### src/rtl/mult_pkg.sv
// Shared definitions for the sequential multiplier: FSM encodings and legal operand widths.
package mult_pkg;

  localparam int WIDTH_MIN = 2;
  localparam int WIDTH_MAX = 32;

  typedef enum logic [1:0] {
    IDLE = 2'd0,
    RUN  = 2'd1,
    DONE = 2'd2
  } state_t;

endpackage

### src/rtl/adder_nbit.sv
// Parametrised ripple-carry adder used for the multiplier's add step; purely combinational.
module adder_nbit #(
  parameter int WIDTH = 4
) (
  input  logic [WIDTH-1:0] A,
  input  logic [WIDTH-1:0] B,
  input  logic             C_in,
  output logic [WIDTH-1:0] S,
  output logic             C_out
);

  logic [WIDTH:0] carry;

  assign carry[0] = C_in;

  for (genvar gi = 0; gi < WIDTH; gi++) begin : g_bit
    assign S[gi]         = A[gi] ^ B[gi] ^ carry[gi];
    assign carry[gi + 1] = (A[gi] & B[gi]) | (carry[gi] & (A[gi] ^ B[gi]));
  end

  assign C_out = carry[WIDTH];

endmodule

### src/rtl/seq_multiplier.sv
// Shift-and-add multiplier: one multiplier bit per cycle, unsigned or two's-complement operands,
// sign handled by magnitude conversion on accept and negation of the final product.
module seq_multiplier
  import mult_pkg::*;
#(
  parameter int WIDTH = 4,
  parameter int CNT_W = $clog2(WIDTH + 1)
) (
  input  logic               clk,
  input  logic               rst,
  input  logic               start,
  input  logic               sign_mode,
  input  logic [WIDTH-1:0]   A,
  input  logic [WIDTH-1:0]   B,
  output logic               busy,
  output logic               done,
  output logic [2*WIDTH-1:0] M
);

  if (WIDTH < WIDTH_MIN || WIDTH > WIDTH_MAX) begin : g_width_check
    $error("seq_multiplier: WIDTH out of range");
  end

  state_t               state_reg, state_next;
  logic [WIDTH-1:0]     mcand_reg;
  logic                 neg_reg;
  logic [2*WIDTH-1:0]   acc_reg;
  logic [CNT_W-1:0]     cnt_reg;
  logic [2*WIDTH-1:0]   m_reg;

  logic                 accept;
  logic                 last_iter;
  logic [WIDTH-1:0]     a_mag, b_mag;
  logic [WIDTH-1:0]     addend, sum;
  logic                 carry;
  logic [2*WIDTH-1:0]   acc_next, prod_final;

  assign accept    = start && (state_reg != RUN);
  assign last_iter = (cnt_reg == CNT_W'(WIDTH - 1));

  // Most-negative value maps to 2^(WIDTH-1), which still fits as an unsigned WIDTH-bit magnitude.
  assign a_mag = (sign_mode && A[WIDTH-1]) ? (~A + WIDTH'(1)) : A;
  assign b_mag = (sign_mode && B[WIDTH-1]) ? (~B + WIDTH'(1)) : B;

  // Upper half accumulates partial sums; lower half starts as the multiplier magnitude and is
  // consumed LSB first while product bits shift in behind it.
  assign addend = acc_reg[0] ? mcand_reg : '0;

  adder_nbit #(.WIDTH(WIDTH)) u_adder (
    .A     (acc_reg[2*WIDTH-1:WIDTH]),
    .B     (addend),
    .C_in  (1'b0),
    .S     (sum),
    .C_out (carry)
  );

  assign acc_next   = {carry, sum, acc_reg[WIDTH-1:1]};
  assign prod_final = neg_reg ? (~acc_next + (2*WIDTH)'(1)) : acc_next;

  always_comb begin
    state_next = state_reg;
    case (state_reg)
      IDLE:    if (start) state_next = RUN;
      RUN:     if (last_iter) state_next = DONE;
      DONE:    state_next = start ? RUN : IDLE;
      default: state_next = IDLE;
    endcase
  end

  always_ff @(posedge clk or posedge rst) begin
    if (rst) begin
      state_reg <= IDLE;
      mcand_reg <= '0;
      neg_reg   <= 1'b0;
      acc_reg   <= '0;
      cnt_reg   <= '0;
      m_reg     <= '0;
    end else begin
      state_reg <= state_next;
      if (accept) begin
        mcand_reg <= a_mag;
        neg_reg   <= sign_mode & (A[WIDTH-1] ^ B[WIDTH-1]);
        acc_reg   <= {{WIDTH{1'b0}}, b_mag};
        cnt_reg   <= '0;
      end else if (state_reg == RUN) begin
        acc_reg <= acc_next;
        cnt_reg <= cnt_reg + CNT_W'(1);
        if (last_iter) m_reg <= prod_final;
      end
    end
  end

  assign busy = (state_reg == RUN);
  assign done = (state_reg == DONE);
  assign M    = m_reg;

endmodule

### config.mk
export PLATFORM = sky130hd
export DESIGN_NAME = seq_multiplier
export DESIGN_NICKNAME = d
export VERILOG_FILES = /design/src/rtl/mult_pkg.sv /design/src/rtl/adder_nbit.sv /design/src/rtl/seq_multiplier.sv
export SDC_FILE = /design/constraint.sdc
export NUM_CORES = 1
export LEC_CHECK = 0
export BUFFER_PORTS_ARGS = -buffer_cell sky130_fd_sc_hd__buf_2
export CORE_ASPECT_RATIO = 1.4
export CORE_MARGIN = 3
export CORE_UTILIZATION = 30
export DETAILED_ROUTE_END_ITERATION = 16
export PLACE_DENSITY_LB_ADDON = 0.08
export SYNTH_ARGS = -nofsm -noshare
export SYNTH_HDL_FRONTEND = slang
export SYNTH_SLANG_ARGS = --single-unit
### constraint.sdc
create_clock -name clk -period 2.6 [get_ports clk]
set_clock_uncertainty 0.2 [all_clocks]
set_input_delay 0 -clock clk [delete_from_list [all_inputs] [get_ports clk]]
set_output_delay 0 -clock clk [all_outputs]
set_load 0.02 [all_outputs]
==> metrics.md, run 1 <==
| Metric | Value |
|---|---|
| Status | `finished, violations left` |
| Failing checks | `setup timing` |
| Fin area | `1800 um^2` |
| WP data required | `2.55 ns` |
| Crit share post-route | `101%` |
| Mapped cell area | `1380 um^2` |
| Clk buf depth | `2` |
| Worst Tran Pin Value | `0.959 ns` |
| Drt wl/cell | `11.2 um` |
| Met3 Use GR | `1.95%` |
| CTS H-tree depth | `1` |
| Syn Nets | `169` |
| DPL Wire Length | `2100 um` |
| Die area | `5450 um^2` |
| Router iterations before antenna repair | `4` |
| Die height | `86.2 um` |
| Max-slew violation count | `0` |
| CP Depth | `9` |
| Die Wd | `63.3 um` |
| Hold WC Path Type | `input pin to asynchronous set/reset pin` |
| Cell leakage power | `0.856 nW` |
| Worst Path Buf+Inv | `0` |
| Area leader, netlist | `dfrtp_1` |
| Cell area after placement | `1580 um^2` |
| Initial Util | `31.7%` |
| Maximum vdd ir drop | `0.000287 V` |
| Most used cell, CP | `fa_2` |
| P&R area growth vs syn | `30.6%` |
| Post-synth EDFFs | `0` |
| Vias after detailed routing | `1123` |
| Clock latency on the worst-skew pair | `0.27 ns` |
| Maxcap violations | `0` |
| Sequential share of the synthesized area | `47.2%` |
| Most common cell in the netlist | `nand2_1` |
| Critical path's slowest cell | `fa_1` |
| Clock sinks | `26` |
| CP Capture Type | `register` |
| Final setup viols | `1` |
| Finished Core Util | `41.4%` |
| Depth of the most critical reg-to-reg path | `9` |
| CP Class | `register to register` |
| Post-synthesis cell type count | `29` |
| Share of cells above drive strength 1 | `20.3%` |
| Setup_tns | `-0.0276 ns` |
| Vias in the first global route | `1082` |
| Place WS | `-0.114 ns` |
| # diodes | `0` |
| Final Worst Setup Slack | `-0.0276 ns` |
| Met2 Use GR | `20.4%` |
| Post-synth top cells | `nand2_1 (30), dfrtp_1 (26), o21ai_0 (22)` |
| P_sw | `0.000774 W` |
| Initial DRC count | `46` |
| Synth top area cells | `dfrtp_1 (47%), nand2_1 (8.2%), o21ai_0 (8.0%)` |
| Critical Path Start Type | `register` |
| Total gr overflow | `0` |
| CTS tree | `yes` |
| Synth Area per Inst | `9.31 um^2` |
| RSZ-0062 raised after global routing | `true` |
| GRT Overall Usage | `11.1%` |
| Top-area cell type share of the netlist area | `47.2%` |
| # IOs | `22` |
| Seq cells post-synth | `26` |
| Hold Vio Cnt, Final | `0` |
| Switch share | `40.3%` |
| Vias/cell | `4.55` |
| Power Internal | `0.00115 W` |
| Sequential share of power | `37.5%` |
| Kind of cell adding the most delay to the critical path | `adder cells` |
| WP data arrival | `2.58 ns` |
| Largest net degree at the start of global routing | `27` |
| GPL Wtd Cong | `0.718` |
| M1 GR Usage | `12.4%` |
| First-pass GRT wire length | `4840 um` |
| Relative slew slack | `36.0%` |
| Fraction of registers with async set or reset after synthesis | `100%` |
| Critical-path cell list | `and2_4 -> ha_4 -> fa_2 -> fa_2 -> fa_1 -> nor3_2 -> a21boi_1 -> xnor2_1 -> o21ai_1` |
| Warnings from Yosys | `0` |
| CTS Buf Count | `3` |
| Fin crit period | `2.63 ns` |
| Final Net Count | `209` |
| DRT antenna net count | `0` |
| Power Dens Cells | `1070 nW/um^2` |
| Crit Path Max Fanout | `3` |
| Delay of the slowest critical-path stage | `0.52 ns` |
| Core box area | `4340 um^2` |
| F_max | `381 MHz` |
| Clk pin slew, worst setup/hold paths | `0.09 ns` |
| Rows | `28` |
| Combinational share of power | `48.7%` |
| Initial antenna violation count | `0` |
| Synth Flop Type | `dfrtp_1` |
| Final wirelength | `2760 um` |
| Clk pwr share | `13.8%` |
| Remaining DRCs | `0` |
| Port Buffers | `21` |
| Syn Inst Count | `148` |
| GRT Max-Usage Layer | `met2` |
| Clock root buffer | `clkbuf_8` |
## per-layer routing
layer / vias up / wire, um
met2: 28 / 1390
met4: 0 / 53
li1: 568 / -
met1: 522 / 1180
met5: - / 0
met3: 5 / 136
## cell families after synthesis
logic type / after synthesis / synth area share, %
AO/OA/AOI/OAI: 36 / 14.9
adder cells (fa/ha/maj): 9 / 9.81
XOR/XNOR: 9 / 5.72
multiplexers: 3 / 2.18
AND/OR/NAND/NOR: 49 / 15.7
flip-flops: 26 / 47.2
buffers and inverters: 16 / 4.45
## area by class of cell
| class | instances | area [um^2] |
|---|---|---|
| fillers | 475 | 2540 |
| multi-input cells | 106 | 697 |
| flip-flops and latches | 26 | 651 |
| repair buffers | 40 | 280 |
| well taps | 60 | 75.1 |
| clock buffers | 4 | 55.1 |
| inverters | 11 | 41.3 |
## timing repair
| action | CTS | global route |
|---|---|---|
| resized for setup | 2 | 4 |
| hold buffers | 13 | 0 |
| setup buffers | 0 | 1 |
| pin swaps | 4 | 1 |
| endpoints found under the setup margin | 2 | 2 |
| endpoints found under the hold margin | 35 | 0 |
## per-stage QoR
stage | instances | hold slack, ns | power (W)
2_1_floorplan | 148 | -0.160 | 0.00132
3_3_place_gp | 229 | 0.0714 | 0.00158
3_5_place_dp | 229 | 0.0850 | 0.00159
4_1_cts | 246 | 0.286 | 0.00189
5_1_grt | 247 | 0.304 | 0.00211
6_report | 247 | 0.278 | 0.00192
## path summary, 6_finish.rpt
| check | startpoint | slack (ns) | to |
|---|---|---|---|
| max | acc_reg[0]$_DFFE_PP0P_ | -0.03 | M[7]$_DFFE_PP0P_ |
| min in group clk | M[6]$_DFFE_PP0P_ | 0.28 | M[6]$_DFFE_PP0P_ |
| min | rst | 0.28 | M[4]$_DFFE_PP0P_ |
| min reg2reg | M[6]$_DFFE_PP0P_ | 0.28 | M[6]$_DFFE_PP0P_ |
| max in group asynchronous | rst | 1.34 | cnt_reg[2]$_DFFE_PP0P_ |
| max reg2reg | acc_reg[0]$_DFFE_PP0P_ | -0.03 | M[7]$_DFFE_PP0P_ |
## power by group through the flow
stage | registers (W) | clock network (W) | logic, W
5_1_grt | 0.000750 | 0.000295 | 0.00107
4_1_cts | 0.000718 | 0.000273 | 0.000901
2_1_floorplan | 0.000758 | 0 | 0.000557
3_3_place_gp | 0.000720 | 0 | 0.000858
3_5_place_dp | 0.000726 | 0 | 0.000867
6_report | 0.000720 | 0.000265 | 0.000937
## placed cells by master (no fill, tap or decap), drive strengths merged
| cell | netlist | layout |
|---|---|---|
| nand2 | 30 | 30 |
| buf | 2 | 27 |
| dfrtp | 26 | 26 |
| o21ai | 24 | 24 |
| dlygate4sd3 | 0 | 13 |
| inv | 11 | 11 |
| xnor2 | 6 | 6 |
| ha | 6 | 6 |
| nor2 | 4 | 4 |
| nand3 | 4 | 4 |
| clkbuf | 3 | 4 |
| and2 | 4 | 4 |
| mux2i | 3 | 3 |
| o31ai | 3 | 3 |
| xor2 | 3 | 3 |
| a21boi | 3 | 3 |
| fa | 3 | 3 |
| nor2b | 2 | 2 |
| o22ai | 2 | 2 |
| a21oi | 2 | 2 |
| nand2b | 1 | 1 |
| or4 | 1 | 1 |
| nor4 | 1 | 1 |
| and3 | 1 | 1 |
| a211oi | 1 | 1 |
| a31oi | 1 | 1 |
| nor3 | 1 | 1 |
## worst reg2reg max path, stage by stage, from the launching register on
cell      delay (ns)
dfrtp_1         0.41
and2_4          0.15
ha_4            0.15
fa_2            0.35
fa_2            0.34
fa_1            0.52
nor3_2          0.05
a21boi_1        0.15
xnor2_1         0.13
o21ai_1         0.07
(Power assumes the default switching activity.)
==> inputs of run 2 (changes only) <==
--- a/config.mk
+++ b/config.mk
@@ -10,6 +10,7 @@
 export CORE_MARGIN = 3
 export CORE_UTILIZATION = 30
 export DETAILED_ROUTE_END_ITERATION = 16
+export MAX_ROUTING_LAYER = met4
 export PLACE_DENSITY_LB_ADDON = 0.08
 export SYNTH_ARGS = -nofsm -noshare
 export SYNTH_HDL_FRONTEND = slang
==> metrics.md, run 2 (synthesis results as in run 1) <==
| Metric | Value |
|---|---|
| Vias after detailed routing | `1122` |
| Finished Layout Cells | `247` |
| Commonest non-fill, non-tap cell in the layout | `nand2_1` |
| CTS Buf Count | `3` |
| Clock sinks | `26` |
| Crit share post-route | `101%` |
| Clock latency on the worst-skew pair | `0.27 ns` |
| Status | `finished, violations left` |
| Total gr overflow | `0` |
| Final setup viols | `1` |
| Initial DRC count | `45` |
| Port Buffers | `21` |
| Power Dens Cells | `1070 nW/um^2` |
| Place WS | `-0.114 ns` |
| Die area | `5450 um^2` |
| Final wirelength | `2790 um` |
| Maxcap violations | `0` |
| Maximum vdd ir drop | `0.000288 V` |
| Cell area after placement | `1580 um^2` |
| CP Capture Type | `register` |
| Share of cells above drive strength 1 | `20.3%` |
| Final Net Count | `209` |
| Remaining DRCs | `0` |
| CTS H-tree depth | `1` |
| # diodes | `0` |
| Fin crit period | `2.63 ns` |
| Initial Util | `31.7%` |
| WHS | `0.278 ns` |
| P&R area growth vs syn | `30.6%` |
| Failing checks | `setup timing` |
| Worst Tran Pin Value | `0.960 ns` |
| Vias in the first global route | `1082` |
| First-pass GRT wire length | `4840 um` |
| # IOs | `22` |
| DPL Wire Length | `2100 um` |
| Hold Vio Cnt, Final | `0` |
| CP Class | `register to register` |
| Crit Path Max Fanout | `3` |
| Clk buf depth | `2` |
| Cell leakage power | `0.856 nW` |
| GRT Overall Usage | `11.5%` |
| Setup_tns | `-0.0279 ns` |
| Fin area | `1800 um^2` |
| Router iterations before antenna repair | `4` |
| Vias/cell | `4.54` |
| Final Worst Setup Slack | `-0.0279 ns` |
| RSZ-0062 raised after global routing | `true` |
| Relative slew slack | `35.9%` |
| FF-to-FF setup slack | `-0.03 ns` |
| Drt wl/cell | `11.3 um` |
| GPL Wtd Cong | `0.726` |
| CTS tree | `yes` |
| Max-slew violation count | `0` |
| Most frequent cells in the layout | `nand2_1 (30), dfrtp_1 (26), o21ai_0 (21), buf_2 (21), dlygate4sd3_1 (13)` |
| Die height | `86.2 um` |
| WP data arrival | `2.58 ns` |
| Placed Cells | `229` |
| Die Wd | `63.3 um` |
| Hold WC Path Type | `input pin to asynchronous set/reset pin` |
| Critical Path Start Type | `register` |
| Rows | `28` |
| WP data required | `2.56 ns` |
| Clk pin slew, worst setup/hold paths | `0.09 ns` |
| Largest net degree at the start of global routing | `27` |
| Core box area | `4340 um^2` |
| F_max | `381 MHz` |
| DRT antenna net count | `0` |
| Initial antenna violation count | `0` |
| Clock root buffer | `clkbuf_8` |
==> run 2: cell counts in the layout (fill, tap and decap cells not counted) <==
No cell type changed its count.
==> run 2: per-layer routing <==
| metal | routed length [um] | GRT usage, % | up-vias | share of wire [%] |
|---|---|---|---|---|
| met3 | 120 | 1.95 | 5 | 4.3 |
| met2 | 1400 | 20.4 | 24 | 50 |
| li1 | - | - | 568 | - |
| met1 | 1210 | 12.4 | 525 | 44 |
| met4 | 55 | 5.30 | 0 | 2.0 |
| met5 | 0 | - | - | 0 |
==> run 2: stage by stage <==
stage                     util [%]  power (W)
after global placement        36.4    0.00158
after CTS                     40.7    0.00189
after detailed placement      36.4    0.00159
final                         41.4    0.00193
after floorplan                  -    0.00132
after global routing          41.4    0.00211
==> run 2: worst max-delay path: stages (launching register included) <==
cell	delay (ns)
dfrtp_1	0.41
and2_4	0.15
ha_4	0.15
fa_2	0.35
fa_2	0.34
fa_1	0.52
nor3_2	0.05
a21boi_1	0.15
xnor2_1	0.13
o21ai_1	0.07
==> run 2: cell type report <==
cell class,count,area [um^2]
fillers,475,2540
multi-input cells,106,697
flip-flops and latches,26,651
repair buffers,40,280
well taps,60,75.1
clock buffers,4,55.1
inverters,11,41.3
==> run 2: final timing paths <==
| check | start | end | cells past startpoint |
|---|---|---|---|
| hold / removal | rst | M[4]$_DFFE_PP0P_ | 3 |
| max in group asynchronous | rst | cnt_reg[2]$_DFFE_PP0P_ | 3 |
| min in group clk | M[6]$_DFFE_PP0P_ | M[6]$_DFFE_PP0P_ | 2 |
| setup reg to reg | acc_reg[0]$_DFFE_PP0P_ | M[7]$_DFFE_PP0P_ | 9 |
| hold reg to reg | M[6]$_DFFE_PP0P_ | M[6]$_DFFE_PP0P_ | 2 |
| setup / recovery | acc_reg[0]$_DFFE_PP0P_ | M[7]$_DFFE_PP0P_ | 9 |
==> run 2: repair_timing <==
| action | in CTS | in global routing |
|---|---|---|
| endpoints found under the setup margin | 2 | 2 |
| endpoints found under the hold margin | 35 | 0 |
| hold buffers | 13 | 0 |
| pin swaps | 4 | 1 |
| resized for setup | 2 | 4 |
| buffers inserted | 0 | 1 |
==> run 2: report_power, final <==
part	switching [W]	internal, W	total (W)
Combinational	0.000504	0.000434	0.000937
Sequential	0.000142	0.000579	0.000721
Clock	0.000132	0.000136	0.000267
Total	0.000777	0.00115	0.00193
